File: src/rtl/sad_uart_pkg.sv
// Shared types, ASCII constants and the double-dabble step for the SAD result UART.
// Holds no state.
package sad_uart_pkg;

    localparam int CLKS_PER_BIT_DEF = 434;
    localparam int REC_LEN          = 10;
    localparam int DD_STEPS         = 10;

    localparam logic [7:0] ASCII_M     = 8'h4D;
    localparam logic [7:0] ASCII_N     = 8'h4E;
    localparam logic [7:0] ASCII_COMMA = 8'h2C;
    localparam logic [7:0] ASCII_CR    = 8'h0D;
    localparam logic [7:0] ASCII_LF    = 8'h0A;
    localparam logic [7:0] ASCII_ZERO  = 8'h30;

    typedef enum logic [2:0] {
        ST_IDLE    = 3'd0,
        ST_CONVERT = 3'd1,
        ST_LOAD    = 3'd2,
        ST_SEND    = 3'd3,
        ST_DONE    = 3'd4
    } state_t;

    // One shift-add-3 iteration on three BCD digits, shifting in the next binary MSB.
    function automatic logic [11:0] dd_step(input logic [11:0] bcd, input logic bin_msb);
        logic [11:0] adj;
        adj = bcd;
        for (int d = 0; d < 3; d++) begin
            if (adj[d*4 +: 4] >= 4'd5) adj[d*4 +: 4] = adj[d*4 +: 4] + 4'd3;
        end
        return {adj[10:0], bin_msb};
    endfunction

    function automatic logic [7:0] digit_ascii(input logic [3:0] d);
        return ASCII_ZERO + {4'd0, d};
    endfunction

endpackage

File: src/rtl/result_uart_tx_if.sv
// Host-side request/result bundle of the result UART: start/match/coords in, txd/busy/sendComplete out.
// Pure wiring, no latency.
interface result_uart_tx_if;
    logic       start;
    logic       match;
    logic [9:0] x_in;
    logic [8:0] y_in;
    logic       txd;
    logic       busy;
    logic       sendComplete;

    modport master (output start, match, x_in, y_in, input txd, busy, sendComplete);
    modport slave  (input start, match, x_in, y_in, output txd, busy, sendComplete);
endinterface

File: src/rtl/uart_tx_byte.sv
// 8N1 byte serializer with its own baud counter; load accepted only while ready.
// Frame lasts 10*CLKS_PER_BIT cycles after the load edge; done is high in the last stop-bit cycle.
module uart_tx_byte #(
    parameter int CLKS_PER_BIT = 434
) (
    input  logic       clock,
    input  logic       notReset,
    input  logic       load,
    input  logic [7:0] data,
    output logic       ready,
    output logic       txd,
    output logic       done
);
    localparam logic [15:0] BAUD_LAST = 16'(CLKS_PER_BIT - 1);

    logic        active;
    logic [15:0] baud_cnt;
    logic [3:0]  bit_cnt;
    logic [8:0]  shreg;
    logic        bit_end;

    assign bit_end = active && (baud_cnt == BAUD_LAST);
    assign ready   = !active;
    // Combinational so the parent can reload on the very edge the stop bit ends.
    assign done    = bit_end && (bit_cnt == 4'd9);

    always_ff @(posedge clock or negedge notReset) begin
        if (!notReset) begin
            active   <= 1'b0;
            baud_cnt <= '0;
            bit_cnt  <= '0;
            shreg    <= '0;
            txd      <= 1'b1;
        end else if (load && !active) begin
            active   <= 1'b1;
            baud_cnt <= '0;
            bit_cnt  <= '0;
            shreg    <= {1'b1, data};
            txd      <= 1'b0;
        end else if (active) begin
            if (bit_end) begin
                baud_cnt <= '0;
                if (bit_cnt == 4'd9) begin
                    active <= 1'b0;
                    txd    <= 1'b1;
                end else begin
                    bit_cnt <= bit_cnt + 4'd1;
                    txd     <= shreg[0];
                    shreg   <= {1'b1, shreg[8:1]};
                end
            end else begin
                baud_cnt <= baud_cnt + 16'd1;
            end
        end
    end

endmodule

File: src/rtl/result_uart_tx.sv
// Sends the SAD match result as a 10-byte ASCII record "M123,045\r\n" over 8N1 UART.
// sendComplete 1+10+10*(1+10*CLKS_PER_BIT) cycles after start; start ignored unless idle.
module result_uart_tx
    import sad_uart_pkg::*;
#(
    parameter int CLKS_PER_BIT = CLKS_PER_BIT_DEF
) (
    input  logic              clock,
    input  logic              notReset,
    result_uart_tx_if.slave   bus
);
    state_t      state;
    logic        match_lat;
    logic [9:0]  x_lat;
    logic [9:0]  x_sh;
    logic [9:0]  y_sh;
    logic [11:0] x_bcd;
    logic [11:0] y_bcd;
    logic [3:0]  cnv_cnt;
    logic [3:0]  index;
    logic        busy_r;
    logic        done_r;

    logic        byte_load;
    logic [7:0]  byte_dat;
    logic        byte_rdy;
    logic        byte_done;
    logic        txd_int;
    logic [11:0] x_dig;

    assign bus.txd          = txd_int;
    assign bus.busy         = busy_r;
    assign bus.sendComplete = done_r;
    assign byte_load        = (state == ST_LOAD);

    // x beyond three digits saturates; y (9 bit) always fits.
    assign x_dig = (x_lat > 10'd999) ? 12'h999 : x_bcd;

    always_comb begin
        byte_dat = ASCII_LF;
        case (index)
            4'd0:    byte_dat = match_lat ? ASCII_M : ASCII_N;
            4'd1:    byte_dat = digit_ascii(x_dig[11:8]);
            4'd2:    byte_dat = digit_ascii(x_dig[7:4]);
            4'd3:    byte_dat = digit_ascii(x_dig[3:0]);
            4'd4:    byte_dat = ASCII_COMMA;
            4'd5:    byte_dat = digit_ascii(y_bcd[11:8]);
            4'd6:    byte_dat = digit_ascii(y_bcd[7:4]);
            4'd7:    byte_dat = digit_ascii(y_bcd[3:0]);
            4'd8:    byte_dat = ASCII_CR;
            default: byte_dat = ASCII_LF;
        endcase
    end

    always_ff @(posedge clock or negedge notReset) begin
        if (!notReset) begin
            state     <= ST_IDLE;
            match_lat <= 1'b0;
            x_lat     <= '0;
            x_sh      <= '0;
            y_sh      <= '0;
            x_bcd     <= '0;
            y_bcd     <= '0;
            cnv_cnt   <= '0;
            index     <= '0;
            busy_r    <= 1'b0;
            done_r    <= 1'b0;
        end else begin
            done_r <= 1'b0;
            case (state)
                ST_IDLE: begin
                    if (bus.start) begin
                        match_lat <= bus.match;
                        x_lat     <= bus.x_in;
                        x_sh      <= bus.x_in;
                        y_sh      <= {1'b0, bus.y_in};
                        x_bcd     <= '0;
                        y_bcd     <= '0;
                        cnv_cnt   <= '0;
                        index     <= '0;
                        busy_r    <= 1'b1;
                        state     <= ST_CONVERT;
                    end
                end
                ST_CONVERT: begin
                    x_bcd   <= dd_step(x_bcd, x_sh[9]);
                    y_bcd   <= dd_step(y_bcd, y_sh[9]);
                    x_sh    <= {x_sh[8:0], 1'b0};
                    y_sh    <= {y_sh[8:0], 1'b0};
                    cnv_cnt <= cnv_cnt + 4'd1;
                    if (cnv_cnt == 4'(DD_STEPS - 1)) state <= ST_LOAD;
                end
                ST_LOAD: begin
                    if (byte_rdy) state <= ST_SEND;
                end
                ST_SEND: begin
                    if (byte_done) begin
                        if (index == 4'(REC_LEN - 1)) begin
                            busy_r <= 1'b0;
                            done_r <= 1'b1;
                            state  <= ST_DONE;
                        end else begin
                            index <= index + 4'd1;
                            state <= ST_LOAD;
                        end
                    end
                end
                ST_DONE: begin
                    state <= ST_IDLE;
                end
                default: state <= ST_IDLE;
            endcase
        end
    end

    uart_tx_byte #(
        .CLKS_PER_BIT(CLKS_PER_BIT)
    ) u_tx_byte (
        .clock    (clock),
        .notReset (notReset),
        .load     (byte_load),
        .data     (byte_dat),
        .ready    (byte_rdy),
        .txd      (txd_int),
        .done     (byte_done)
    );

endmodule

File: src/flat_wrapper.sv
// flat-port wrapper written by rule: the top's interface ports become plain ports
module result_uart_tx_flat import sad_uart_pkg::*;
#(
    parameter int CLKS_PER_BIT = CLKS_PER_BIT_DEF
)
  (clock, notReset, bus_start, bus_match, bus_x_in, bus_y_in, bus_txd, bus_busy, bus_sendComplete);
  result_uart_tx_if bus_i ();
  input  logic clock;
  input  logic notReset;
  input wire logic [$bits(bus_i.start)-1:0] bus_start;
  input wire logic [$bits(bus_i.match)-1:0] bus_match;
  input wire logic [$bits(bus_i.x_in)-1:0] bus_x_in;
  input wire logic [$bits(bus_i.y_in)-1:0] bus_y_in;
  output wire logic [$bits(bus_i.txd)-1:0] bus_txd;
  output wire logic [$bits(bus_i.busy)-1:0] bus_busy;
  output wire logic [$bits(bus_i.sendComplete)-1:0] bus_sendComplete;
  assign bus_i.start = bus_start;
  assign bus_i.match = bus_match;
  assign bus_i.x_in = bus_x_in;
  assign bus_i.y_in = bus_y_in;
  assign bus_txd = bus_i.txd;
  assign bus_busy = bus_i.busy;
  assign bus_sendComplete = bus_i.sendComplete;
  result_uart_tx #(.CLKS_PER_BIT(CLKS_PER_BIT)) u_core (.clock(clock), .notReset(notReset), .bus(bus_i));
endmodule
File: config.mk
export PLATFORM = sky130hd
export DESIGN_NAME = result_uart_tx_flat
export DESIGN_NICKNAME = d
export VERILOG_FILES = /design/src/rtl/sad_uart_pkg.sv /design/src/rtl/result_uart_tx_if.sv /design/src/rtl/uart_tx_byte.sv /design/src/rtl/result_uart_tx.sv /design/src/flat_wrapper.sv
export SDC_FILE = /design/constraint.sdc
export NUM_CORES = 1
export LEC_CHECK = 0
export ABC_AREA = 0
export CAP_MARGIN = 20
export CORE_MARGIN = 2
export CORE_UTILIZATION = 45
export CTS_CLUSTER_DIAMETER = 100
export DETAILED_ROUTE_END_ITERATION = 8
export DONT_BUFFER_PORTS = 1
export GPL_TIMING_DRIVEN = 0
export SYNTH_ARGS = -nofsm -noshare
export SYNTH_HDL_FRONTEND = slang
export SYNTH_HIERARCHICAL = 1
export SYNTH_SLANG_ARGS = --single-unit
File: constraint.sdc
create_clock -name clock -period 2.9 [get_ports clock]
set_clock_uncertainty 0.2 [all_clocks]
set_input_delay 0.87 -clock clock [delete_from_list [all_inputs] [get_ports clock]]
set_output_delay 0.87 -clock clock [all_outputs]
set_load 0.01 [all_outputs]
==> results.toml, run 1 <==
[pwr]
power_leakage_nw = 2.575
power_density_mw_per_mm2 = 472.4
finalPower_mw = 2.764
vdd_drop_max_mv = 0.3909

[timing]
fmax_ghz = 0.3813
setup_viol = 0
finalCritPeriodShare_pct = 90.43
relSlewSlack_pct = 42.06
hold_viol = 0
tns_ns = 0
setup_ws_ns = 0.2775
slew_violations = 0
timing.hold.ws_ns = 0.1357
tightest_slew_ns = 0.8663
rsz0062_at_grt = "false"
fin_crit_ns = 2.623

[synthesis]
synth_edf_count = 0
syn-num-nets = 603
ys_seq_area_share_pct = 45.75
syn_inst = 558
avgSynthCellArea_um2 = 9.415
async_flop_share_pct = 100.0
ys_seq_elements = 96
synth_area_mm2 = 0.005254
synth_cell_types = 64
ys.flop_type = "dfrtp_1"
yosysWarnings = 6

[setup_path]
rr_worst_depth = 7
startpoint_type = "flop"
path_class = "flop to flop"
crit_buf_inv = 0
cpPeakStageDelay_ns = 0.48
slowest_stage = "dfrtp_1"
crit_arrival_ns = 2.65
regToRegStartpoint = "u_core/u_tx_byte/baud_cnt[6]"
reg2reg_to = "u_core/index[2]"
ff2ff_setup_slack_ns = 0.28
crit_fanout = 9
path_cells = "nor4_4 > nand4_4 > nor3_2 > nand4b_1 > nor2b_1 > nand2_1 > mux2i_1"
cp_top_family = "simple AND/OR/NAND/NOR gates"
critPathRequiredTime_ns = 2.93
critPathCaptureType = "flop"

[grt]
antenna_found_initial = 0
grt_pass1_vias = 4187
grt.total_usage_pct = 21.20
grt_pass1_wl_mm = 21.29
overflow = 0
grt_start_max_net_pins = 60

[die]
num_io_pins = 26
die_area_mm2 = 0.01256
fp-row-count = 39
start_util_pct = 46.01
core-area_mm2 = 0.01142
die_h_um = 112.1
die_x_um = 112.1

[finish]
n_antenna_cell = 0
drive_gt1_share_pct = 9.655
post-route-util_pct = 51.24
multi_input_area_mm2 = 0.002594
syn_to_final_growth_pct = 11.36
filler_cell_count = 1054
ff_latch_area_mm2 = 0.002404
final_nets = 620
mostFrequentLayoutCell = "nand2_1"
final_cell_mix = "108 x nand2_1, 95 x dfrtp_1, 34 x nor2_1"

[routing]
firstDrtPassIters = 7
ant_nets = 0
routed_wl_mm = 12.81
vias = 4257
routedWlPerCell_um = 17.72
drt_iter0_markers = 348
drcViolationCount = 0
via_per_inst = 5.888

[place]
finalWeightedCongestion = 0.8771
dp_hpwl_mm = 8.513
place_ws_ns = 0.09975
numPortBuffers = 0

[clock_tree]
cts_inserted_buffers = 9
clockBufferDepth = 2
tritoncts = "yes"
cts_root_buf = "clkbuf_16"
cts_setup_buffers = 0
cts_htree_levels = 3
clk_latency_ns = 0.36
clock-sinks = 96
clkTransAtPathRegs_ns = 0.07

[run]
max_cap_violations = 0

[hold_path]
hp-class = "input pin to async pin"

[status]
status = "finished, final reports clean"
[power by group]
part	switching (mW)	total (mW)	internal (mW)	leakage (nW)
sequential	0.0127	1.37	1.35	1.24
clock	0.510	1.31	0.804	0.159
combinational	0.0532	0.0826	0.0294	1.18
[worst max path at each step]
stage	from	endpoint	slack [ns]	cells past startpoint
after floorplan	u_core/u_tx_byte/bit_cnt[1]	u_core/index[2]	0.57	10
after global placement	u_core/u_tx_byte/bit_cnt[1]	u_core/index[2]	0.10	10
after detailed placement	u_core/u_tx_byte/baud_cnt[6]	u_core/index[2]	0.1	7
after CTS	u_core/u_tx_byte/baud_cnt[6]	u_core/index[2]	0.09	7
after global routing	u_core/u_tx_byte/bit_cnt[1]	u_core/index[2]	0.01	10
final	u_core/u_tx_byte/baud_cnt[6]	u_core/index[2]	0.28	7
[synth_stat cells (all sizes together), types with 5 or more instances]
master / count / area, µm²
nor3: 8 / 50.05
a32o: 6 / 60.06
nand4: 10 / 77.57
nor4: 6 / 52.55
dfrtp: 95 / 2377
o31ai: 11 / 82.58
mux2i: 9 / 90.09
o22ai: 9 / 56.30
clkbuf: 19 / 72.56
xnor2: 7 / 61.31
nand2: 109 / 425.4
a31oi: 18 / 112.6
ha: 22 / 275.3
xor2: 5 / 43.79
nand3: 17 / 85.08
o21ai: 25 / 125.1
buf: 15 / 110.1
o211ai: 9 / 67.56
nand2b: 10 / 62.56
inv: 21 / 78.83
nor2: 34 / 127.6
a22o: 10 / 87.58
a21oi: 28 / 140.1
[timing repair]
| action | in CTS | in global routing |
|---|---|---|
| hold endpoints to repair | 38 | 12 |
| endpoints found under the setup margin | 0 | 4 |
| hold buffers | 1 | 5 |
| resized for setup | 0 | 1 |
[worst register-to-register path, stage by stage, from the launching register on]
cell and delay [ns]:
dfrtp_1 0.48, nor4_4 0.44, nand4_4 0.23, nor3_2 0.34
nand4b_1 0.25, nor2b_1 0.32, nand2_1 0.11, mux2i_1 0.14
[layout make-up]
| class | instances | area share (%) |
|---|---|---|
| clock inverters | 4 | 1.305 |
| clock buffers | 12 | 4.384 |
| multi-input cells | 407 | 44.33 |
| well taps | 143 | 3.058 |
| inverters | 21 | 1.347 |
| flip-flops and latches | 96 | 41.08 |
| plain buffers | 34 | 3.122 |
| repair buffers | 6 | 1.369 |
[registers in the layout, summed over array words and instances, names as in the netlist]
| name | cells |
|---|---|
| u_core/u_tx_byte/shreg | 9 |
| u_core/bus.busy | 1 |
| u_core/y_bcd | 12 |
| u_core/u_tx_byte/baud_cnt | 16 |
| u_core/u_tx_byte/txd | 1 |
| u_core/x_lat | 7 |
| u_core/u_tx_byte/active | 1 |
| u_core/bus.sendComplete | 1 |
| u_core/index | 4 |
| u_core/cnv_cnt | 4 |
| u_core/match_lat | 1 |
| u_core/x_sh | 10 |
| u_core/state | 3 |
| u_core/u_tx_byte/bit_cnt | 4 |
| u_core/y_sh | 10 |
| u_core/x_bcd | 12 |
[metrics by stage]
| stage | instance area [µm²] | instances |
|---|---|---|
| final | 5851 | 723 |
| after global routing | 5851 | 723 |
| after CTS | 5786 | 718 |
| after detailed placement | 5433 | 701 |
| after global placement | 5433 | 701 |
| after floorplan | 5254 | 558 |
[routing by layer]
layer | GRT usage [%] | wire (µm) | part of all wire [%] | vias to the layer above
met5 | 0 | 0 | 0 | -
met4 | 7.805 | 271 | 2.1 | 0
met3 | 4.590 | 649 | 5.1 | 14
met2 | 33.45 | 6003 | 47 | 102
met1 | 29.02 | 5885 | 46 | 2102
li1 | - | - | - | 2039
[logic make-up (layout without fill, tap and decap cells)]
group | after synthesis | count (layout) | share of synthesized area (%)
AOI/OAI and AO/OA | 142 | 142 | 18.89
muxes | 11 | 11 | 2.143
other | 1 | 1 | 0.07138
xor gates and xnor gates | 12 | 12 | 2.000
and+or+nand+nor | 219 | 219 | 20.93
buffers and inverters | 55 | 77 | 4.977
DFF | 96 | 96 | 45.75
adders and majority gates | 22 | 22 | 5.239
Note: power is estimated with default switching activity, not from simulation.
==> inputs of run 2 (changes only) <==
Settings changed: SYNTH_HIERARCHICAL 1 to unset.
==> run 2 against run 1 <==
Net effect:
- synthesized area is 5.7% lower
- combinational power increased to 25 times the previous value
- register-to-register slack about the same
- synthesized cell count is 4.3% lower
- clock power shrank 26%
- sequential share of layout area rose by 3.8 points
- critical path depth fell by 1
- cell count down 4.7%
- largest cell class is now registers
- via count down 8.1%
- routed wire length is 11% lower
- highest routed layer unchanged
- the flow now finishes with violations (negative hold slack)
==> results.toml, run 2 <==
[status]
status = "complete, but fails checks"
violations = "negative hold slack"

[setup_path]
path_class = "flop to flop"
startpoint_type = "flop"
reg2reg_to = "u_core.u_tx_byte.baud_cnt[3]"
ff2ff_setup_slack_ns = 0.29
rr_worst_depth = 6
critPathCaptureType = "flop"
crit_arrival_ns = 2.64
regToRegStartpoint = "u_core.state[1]"
crit_fanout = 10
critPathRequiredTime_ns = 2.93

[synthesis]
ys_seq_elements = 96
synth_area_leader_cell = "dfrtp_1"
yosysWarnings = 0
synth_area_mm2 = 0.004954
ys.flop_type = "dfrtp_1"
avgSynthCellArea_um2 = 9.276
ys_top_cells_by_count = "95 x dfrtp_1, 95 x nand2_1, 39 x o21ai_0, 31 x nor2_1, 29 x inv_1"
netlist_top_cells_area = "dfrtp_1 48%, nand2_1 7.2%, ha_1 5.6%"
synth_top_area_share_pct = 47.99
synth_edf_count = 0
ys_seq_area_share_pct = 48.52
async_flop_share_pct = 100.0
syn-num-nets = 579
syn_inst = 534
synth_cell_types = 51

[timing]
setup_ws_ns = 0.2897
fin_crit_ns = 2.610
tightest_slew_ns = 0.6221
fmax_ghz = 0.3831
timing.hold.ws_ns = -0.008065
finalCritPeriodShare_pct = 90.01
relSlewSlack_pct = 58.52
rsz0062_at_grt = "false"
tns_ns = 0
setup_viol = 0
slew_violations = 0
hold_viol = 30

[clock_tree]
clockBufferDepth = 2
tritoncts = "yes"
cts_inserted_buffers = 9
cts_root_buf = "clkbuf_8"
clock-sinks = 96
clk_latency_ns = 0.37
clkTransAtPathRegs_ns = 0.09
cts_htree_levels = 3

[routing]
via_per_inst = 5.681
drt_iter0_markers = 276
drcViolationCount = 0
firstDrtPassIters = 4
vias = 3914
routed_wl_mm = 11.46
ant_nets = 0
routedWlPerCell_um = 16.63

[place]
place_ws_ns = -0.1119
place_inst = 674
placed_cell_area_mm2 = 0.005129
finalWeightedCongestion = 0.8569
numPortBuffers = 0
dp_hpwl_mm = 7.895

[run]
max_cap_violations = 0

[finish]
drive_gt1_share_pct = 4.554
final_cell_mix = "95 x nand2_1, 95 x dfrtp_1, 39 x o21ai_0"
n_antenna_cell = 0
largest_register_ffs = 16
post-route-util_pct = 49.61
fin_area_mm2 = 0.005354
regMostFlops = "u_core.u_tx_byte.baud_cnt"
post_layout_nonfiller_instances = 689
syn_to_final_growth_pct = 8.083
final_nets = 590
biggestRegsByFlops = "u_core.u_tx_byte.baud_cnt (16), u_core.x_bcd (12), u_core.y_bcd (12)"

[grt]
overflow = 0
grt_pass1_vias = 3745
grt_pass1_wl_mm = 18.85
antenna_found_initial = 0
grt.total_usage_pct = 20.44
grt_start_max_net_pins = 97

[pwr]
power_leakage_nw = 2.340
finalPower_mw = 5.274
vdd_drop_max_mv = 0.4843
power_density_mw_per_mm2 = 985.1

[die]
start_util_pct = 45.90
fp-row-count = 38
die_x_um = 108.9
die_h_um = 108.9
core-area_mm2 = 0.01079
num_io_pins = 26
die_area_mm2 = 0.01186

[hold_path]
hp-class = "input pin to async pin"
run 2: changes by cell type after synthesis, sizes merged, moves of 5 or more:
| cell | change |
|---|---|
| o21ai | +15 |
| nand2 | -14 |
| buf | -13 |
| inv | +8 |
| mux2i | -8 |
| a21oi | -7 |
| a31oi | -6 |
| nor3 | +6 |
| xnor2 | +6 |
| a22oi | +5 |
| clkbuf | +5 |
| nand4 | -5 |
run 2: layer usage:
metal / GRT usage, % / up-vias / share of wire (%)
met5: 0 / - / 0
met4: 6.136 / 0 / 1.3
met3: 4.304 / 10 / 3.4
met2: 32.39 / 64 / 48
met1: 28.16 / 1933 / 47
li1: - / 1907 / -
run 2: worst max path at each step:
| stage | from | to | slack, ns | depth (start not counted) |
|---|---|---|---|---|
| after floorplan | bus_start | u_core.y_sh[7] | 0.55 | 5 |
| after global placement | bus_start | u_core.x_sh[8] | -0.09 | 5 |
| after detailed placement | bus_start | u_core.y_sh[7] | -0.11 | 5 |
| after CTS | u_core.state[0] | u_core.y_sh[7] | 0.09 | 6 |
| after global routing | u_core.state[1] | u_core.u_tx_byte.baud_cnt[3] | 0.05 | 6 |
| final | u_core.state[1] | u_core.u_tx_byte.baud_cnt[3] | 0.29 | 6 |
run 2: report_power, final:
part           total, mW  leakage (nW)  internal (mW)  switching (mW)
registers           2.22          1.22           1.82           0.401
logic               2.08          1.01          0.818            1.26
clock network      0.975         0.108          0.505           0.470
total               5.27          2.34           3.14            2.13
run 2: repair_timing:
item                                   in CTS  in global routing
endpoints found under the hold margin      95                 95
setup buffers                               0                  0
gates resized for setup                     0                  1
setup endpoints to repair                   0                 12
run 2: final cells by class:
cell class / instances / area, µm²
Fill cell: 1032 / 5439
Sequential cell: 96 / 2404
Multi-Input combinational cell: 383 / 2347
Tap cell: 140 / 175.2
Clock buffer: 10 / 137.6
Inverter: 29 / 108.9
Buffer: 26 / 100.1
Clock inverter: 5 / 81.33
run 2: worst max-delay path, stage by stage (launching register included):
cell	delay, ns
dfrtp_1	0.33
clkbuf_1	0.32
nor3b_1	0.54
nand2_1	0.36
nand2b_1	0.24
clkbuf_1	0.38
nor2_1	0.11
run 2: kinds of logic (layout without fill, tap and decap cells):
group	Yosys count	in the layout	share of synthesized area, %
XOR/XNOR	21	21	3.713
flip-flops	96	96	48.52
AO/OA/AOI/OAI	137	137	18.34
adder cells (fa/ha/maj)	22	22	5.557
AND/OR/NAND/NOR	202	202	19.45
buffers and inverters	55	70	4.218
multiplexers	1	1	0.2021
